File: config.mk
export PLATFORM = sky130hd
export DESIGN_NAME = input_port
export DESIGN_NICKNAME = d
export VERILOG_FILES = /design/src/rtl/input_port.sv
export SDC_FILE = /design/constraint.sdc
export NUM_CORES = 1
export LEC_CHECK = 0
export CAP_MARGIN = 10
export CORE_MARGIN = 5
export CORE_UTILIZATION = 35
export DETAILED_ROUTE_END_ITERATION = 10
export PLACE_DENSITY = 0.59
export SLEW_MARGIN = 40
export SYNTH_ARGS = -nofsm -noshare
export SYNTH_HDL_FRONTEND = slang
export SYNTH_SLANG_ARGS = --single-unit
File: constraint.sdc
create_clock -name clk -period 2.4 [get_ports clk]
set_input_delay 0.48 -clock clk [delete_from_list [all_inputs] [get_ports clk]]
set_output_delay 0.48 -clock clk [all_outputs]
set_load 0.005 [all_outputs]
File: src/rtl/input_port.sv
// Debounced 4-bit input port: two-flop synchronizer, per-word debounce counter,
// and a processor-facing read register with ready / sticky overrun flags.
module input_port #(
  parameter int DEB_CYCLES = 4
) (
  input  logic       clk,
  input  logic       reset,
  input  logic [3:0] pin,
  input  logic       enabled,
  output logic [3:0] Q,
  output logic       ready,
  output logic       overrun
);

  localparam int CW = (DEB_CYCLES > 1) ? $clog2(DEB_CYCLES) : 1;
  localparam logic [CW-1:0] CNT_MAX = CW'(DEB_CYCLES - 1);

  logic [3:0]    sync1;
  logic [3:0]    sync2;
  logic [3:0]    candidate;
  logic [3:0]    stable;
  logic [CW-1:0] cnt;
  logic          matched;
  logic          held;
  logic          accept;

  always_ff @(posedge clk or posedge reset) begin
    if (reset) begin
      sync1 <= '0;
      sync2 <= '0;
    end else begin
      sync1 <= pin;
      sync2 <= sync1;
    end
  end

  always_comb begin
    matched = (sync2 == candidate);
    held    = (cnt == CNT_MAX);
    accept  = matched && held && (candidate != stable);
  end

  // cnt saturates at CNT_MAX; a candidate equal to stable never re-accepts
  always_ff @(posedge clk or posedge reset) begin
    if (reset) begin
      candidate <= '0;
      cnt       <= '0;
      stable    <= '0;
    end else begin
      if (!matched) begin
        candidate <= sync2;
        cnt       <= '0;
      end else if (!held) begin
        cnt <= cnt + 1'b1;
      end
      if (accept) stable <= candidate;
    end
  end

  always_ff @(posedge clk or posedge reset) begin
    if (reset) begin
      Q       <= '0;
      ready   <= 1'b0;
      overrun <= 1'b0;
    end else begin
      if (enabled) Q <= stable;
      if (accept) begin
        ready   <= 1'b1;
        overrun <= enabled ? 1'b0 : (overrun | ready);
      end else if (enabled) begin
        ready   <= 1'b0;
        overrun <= 1'b0;
      end
    end
  end

endmodule
# After elaboration in Yosys (flattened, before gate mapping)
# Index checks and enable logic that the tools add are counted.
# op_classes
bitwise	1
eq_ne	4
n_addsub	1
mux	6
reduce_logical	3
# ops
cell	count
4-bit equality test	1
1-bit two-way mux	4
2-bit two-way mux	2
4-bit inequality test	1
2-bit by 1-bit adder with 2-bit output (second input constant)	1
2-bit equality test (second input constant)	1
1-bit logical AND	2
2-bit inequality test (second input constant)	1
2-bit nonzero test	1
1-bit OR	1
# word_totals
wordCells	23
out_inout_bits	6
in_bits	7
reg_bits	24

# Longest topological paths before layout
# logic_depth
depth_word	4
mapped_depth	5
ltp_nobuf	4

# Worst setup path after synthesis
# Ideal clock, no wire load.
# synth_timing
path_type	register -> register
startpoint	reg candidate[3]
endpoint	reg stable[0]
stages_incl_launch_ff	6
t_arrival_ns	1.311
setup_slack_ns	0.964
required_ns	2.275
period_less_slack_ns	1.436
path_cell_list	dfrtp_1 -> xnor2_1 -> nand4_1 -> or2_1 -> buf_6 -> mux2_4
# synth_via
elab_chain_len	3
word_cells_on_any_way	4
# synth_rtl
item	line	text
start, declared	20	logic [3:0] candidate;
start signal, assigned	51	candidate <= sync2;
4-bit equality test	38	matched = (sync2 == candidate);
1-bit logical AND	40	accept = matched && held && (candidate != stable);
1-bit logical AND *	40	
end signal, assigned	56	if (accept) stable <= candidate;
end, declared	21	logic [3:0] stable;
# Mark *: on every way between the ends. The rest lies on a longest branch, timed or not.
# A chain may end at the register's enable or synchronous reset.

# Final worst setup path
# layout_timing
startpoint	reg Q[0]
endpoint	out Q[0]
# layout_lines
item	line	text
start, declared	10	output logic [3:0] Q,
start signal, assigned	66	if (enabled) Q <= stable;
# No word-level cell between the ends.

==> results_dict.tcl <==
set metrics [dict create \
    timing.rr.end "stable[0]$_DFFE_PP0P_" \
    status "finished clean" \
    routedWlPerCell_um 11.63 \
    startpoint "Q[0]$_DFFE_PP0P_" \
    diodes 0 \
    drt_iter0_drc 2 \
    syn_area_per_cell_um2 15.23 \
    max_freq_mhz 605.8 \
    tns_ns 0 \
    fin_skew_ns 0.004657 \
    finalWorstSetupSlack_ns 0.7494 \
    vias_per_cell 4.505 \
    vias 455 \
    initial_utilization_pct 36.26 \
    cts_resized 0 \
    portBuffers 12 \
    ant_nets 0 \
    clk_path_buf_depth 2 \
    ir_drop_uv 284.1 \
    cp.depth 1 \
    cts_buffers 3 \
    routed-wl-met3_um 98 \
    setup_violations 0 \
    finalHoldViolCount 0 \
    tritoncts "yes" \
    routed.top_layer "met4" \
    end_kind "primary output" \
    ff2ff_path_depth 4 \
    ys_types 17 \
    hold_class "flop to flop" \
    rows 18 \
    postCtsHoldBufs 0 \
    grt_max_degree 25 \
    layout.nets 80 \
    synth_area_leaders "dfrtp_1 67%, mux2_4 6.7%, mux2_2 5.0%, xor2_1 4.9%, xnor2_1 3.9%" \
    grt_pass1_vias 473 \
    cp.required_ns 1.92 \
    clk_pin_slew_ns 0.12 \
    hpwlAfterDp_um 894.5 \
    layout-drive-gt1-share_pct 19.72 \
    die_y_um 60.67 \
    rsz0062_at_grt "false" \
    period_minus_slack_ns 1.651 \
    grt_pass1_wl_um 1966 \
    power_leakage_nw 0.5073 \
    drc_errors 0 \
    track_usage_pct 7.440 \
    crit_family "buffers and inverters" \
    fin_area_mm2 0.001074 \
    reg2reg_from "candidate[2]$_DFFE_PP0P_" \
    synth-seq-cells 24 \
    drtPass1Iterations 2 \
    pre_cts_ws_ns 0.8114 \
    dpl_cell_area_mm2 0.001037 \
    wl_met2_um 530 \
    synth.largest_area_cell "dfrtp_1" \
    maxCapViolCount 0 \
    grt_overflow 0 \
    worst_pin_slew_ns 0.4298 \
    ys_seq_area_share_pct 66.85 \
    syn_to_final_growth_pct 19.50 \
    syn_inst 59 \
    cts_setup_buffers 0 \
    yosys_warnings 0 \
    post-route-period-util_pct 68.78 \
    core_mm2 0.002477 \
    r2r_slack_ns 0.82 \
    wirelength_um 1175 \
    clock_latency_ns 0.31 \
    io_pins 13 \
    place.gp.congestion 0.7071 \
    slowest_stage "clkdlybuf4s50_1" \
    die_w_um 60.67 \
    start_kind "flop" \
    synth_nets 67 \
    synth_top_area_share_pct 66.85 \
    cts-root-buf "clkbuf_4" \
    slew_violations 0 \
    die-area_mm2 0.003680 \
    cp_slowest_stage_delay_ns 0.50 \
    arrival_ns 1.17 \
    setup.worst_path.class "flop to primary output" \
    synthesis.area_um2 898.4 \
    worst-path-buf-inv 1 \
    endpoint "Q[0]" \
    cts_max_level 1 \
    maxSlewHeadroom_pct 71.08 \
    cp_max_fo 2 \
    antenna_found_initial 0 \
    power.density_mw_per_mm2 615.9 \
    clock-sinks 24 \
    worstPathCellList "clkdlybuf4s50_1" \
    met1_length_um 520 \
]
cell type report:
cell class              instances  area (um^2)
multi-input cells              27        260.3
flip-flops and latches         24        600.6
fillers                       240         1404
clock buffers                   4        36.28
well taps                      30        37.54
repair buffers                 13        127.6
inverters                       3        11.26
stage by stage:
step | total power, W | std cells | util, % | hold WS, ns
6_report | 0.0006612 | 101 | 43.33 | 0.3723
5_1_grt | 0.0006979 | 101 | 43.33 | 0.3867
4_1_cts | 0.0006760 | 101 | 43.33 | 0.3764
3_5_place_dp | 0.0004664 | 97 | 41.87 | 0.3464
3_3_place_gp | 0.0004647 | 97 | 41.87 | 0.3344
2_1_floorplan | 0.0004499 | 59 | - | 0.3312
flip-flops by register name, indices dropped and copies added (netlist names):
name and flops:
Q 4, candidate 4, stable 4, sync1 4, sync2 4, cnt 2, overrun 1, ready 1
per-layer routing:
metal  vias to the layer above  track usage (%)
li1                        214                -
met1                       222            7.973
met2                        15            12.98
met3                         4            1.915
met4                         0            4.644
met5                         -                0
how the worst min path moves through the flow:
stage	startpoint	to	slack (ns)	cells after the start
after floorplan	sync1[0]$_DFF_PP0_	sync2[0]$_DFF_PP0_	0.33	0
after global placement	sync1[2]$_DFF_PP0_	sync2[2]$_DFF_PP0_	0.33	0
after detailed placement	sync1[0]$_DFF_PP0_	sync2[0]$_DFF_PP0_	0.35	0
after CTS	sync1[0]$_DFF_PP0_	sync2[0]$_DFF_PP0_	0.38	0
after global routing	sync1[2]$_DFF_PP0_	sync2[2]$_DFF_PP0_	0.39	0
final	sync1[0]$_DFF_PP0_	sync2[0]$_DFF_PP0_	0.37	0
cell usage after synthesis (all sizes together):
| master | number |
|---|---|
| buf | 1 |
| o32ai | 1 |
| dfrtp | 24 |
| nor4 | 1 |
| nand4 | 1 |
| inv | 3 |
| or2 | 1 |
| xnor2 | 4 |
| nor2 | 2 |
| ha | 1 |
| mux2i | 1 |
| xor2 | 5 |
| mux2 | 8 |
| o21ai | 1 |
| nand2b | 1 |
| clkbuf | 4 |
where the power goes:
part | internal, W | switching, W
combinational | 0.0000187 | 0.0000148
clock | 0.0000926 | 0.000112
sequential | 0.000416 | 0.00000772
total | 0.000527 | 0.000134
cell families after synthesis:
group / count (synthesis) / synth area share [%]
AOI/OAI and AO/OA: 2 / 2.368
xor gates and xnor gates: 9 / 8.774
adders and majority gates: 1 / 1.393
buffers and inverters: 8 / 4.178
DFF: 24 / 66.85
muxes: 9 / 12.81
and+or+nand+nor: 6 / 3.623
cells in the final DEF (no fill, tap or decap), types with 2 or more instances in the layout:
master            n
dfrtp_1          24
xnor2_1           4
clkbuf_4          3
nor2_1            2
mux2_2            4
xor2_1            5
clkdlybuf4s50_1  12
mux2_4            4
inv_1             3
Note: power is estimated with default switching activity, not from simulation.
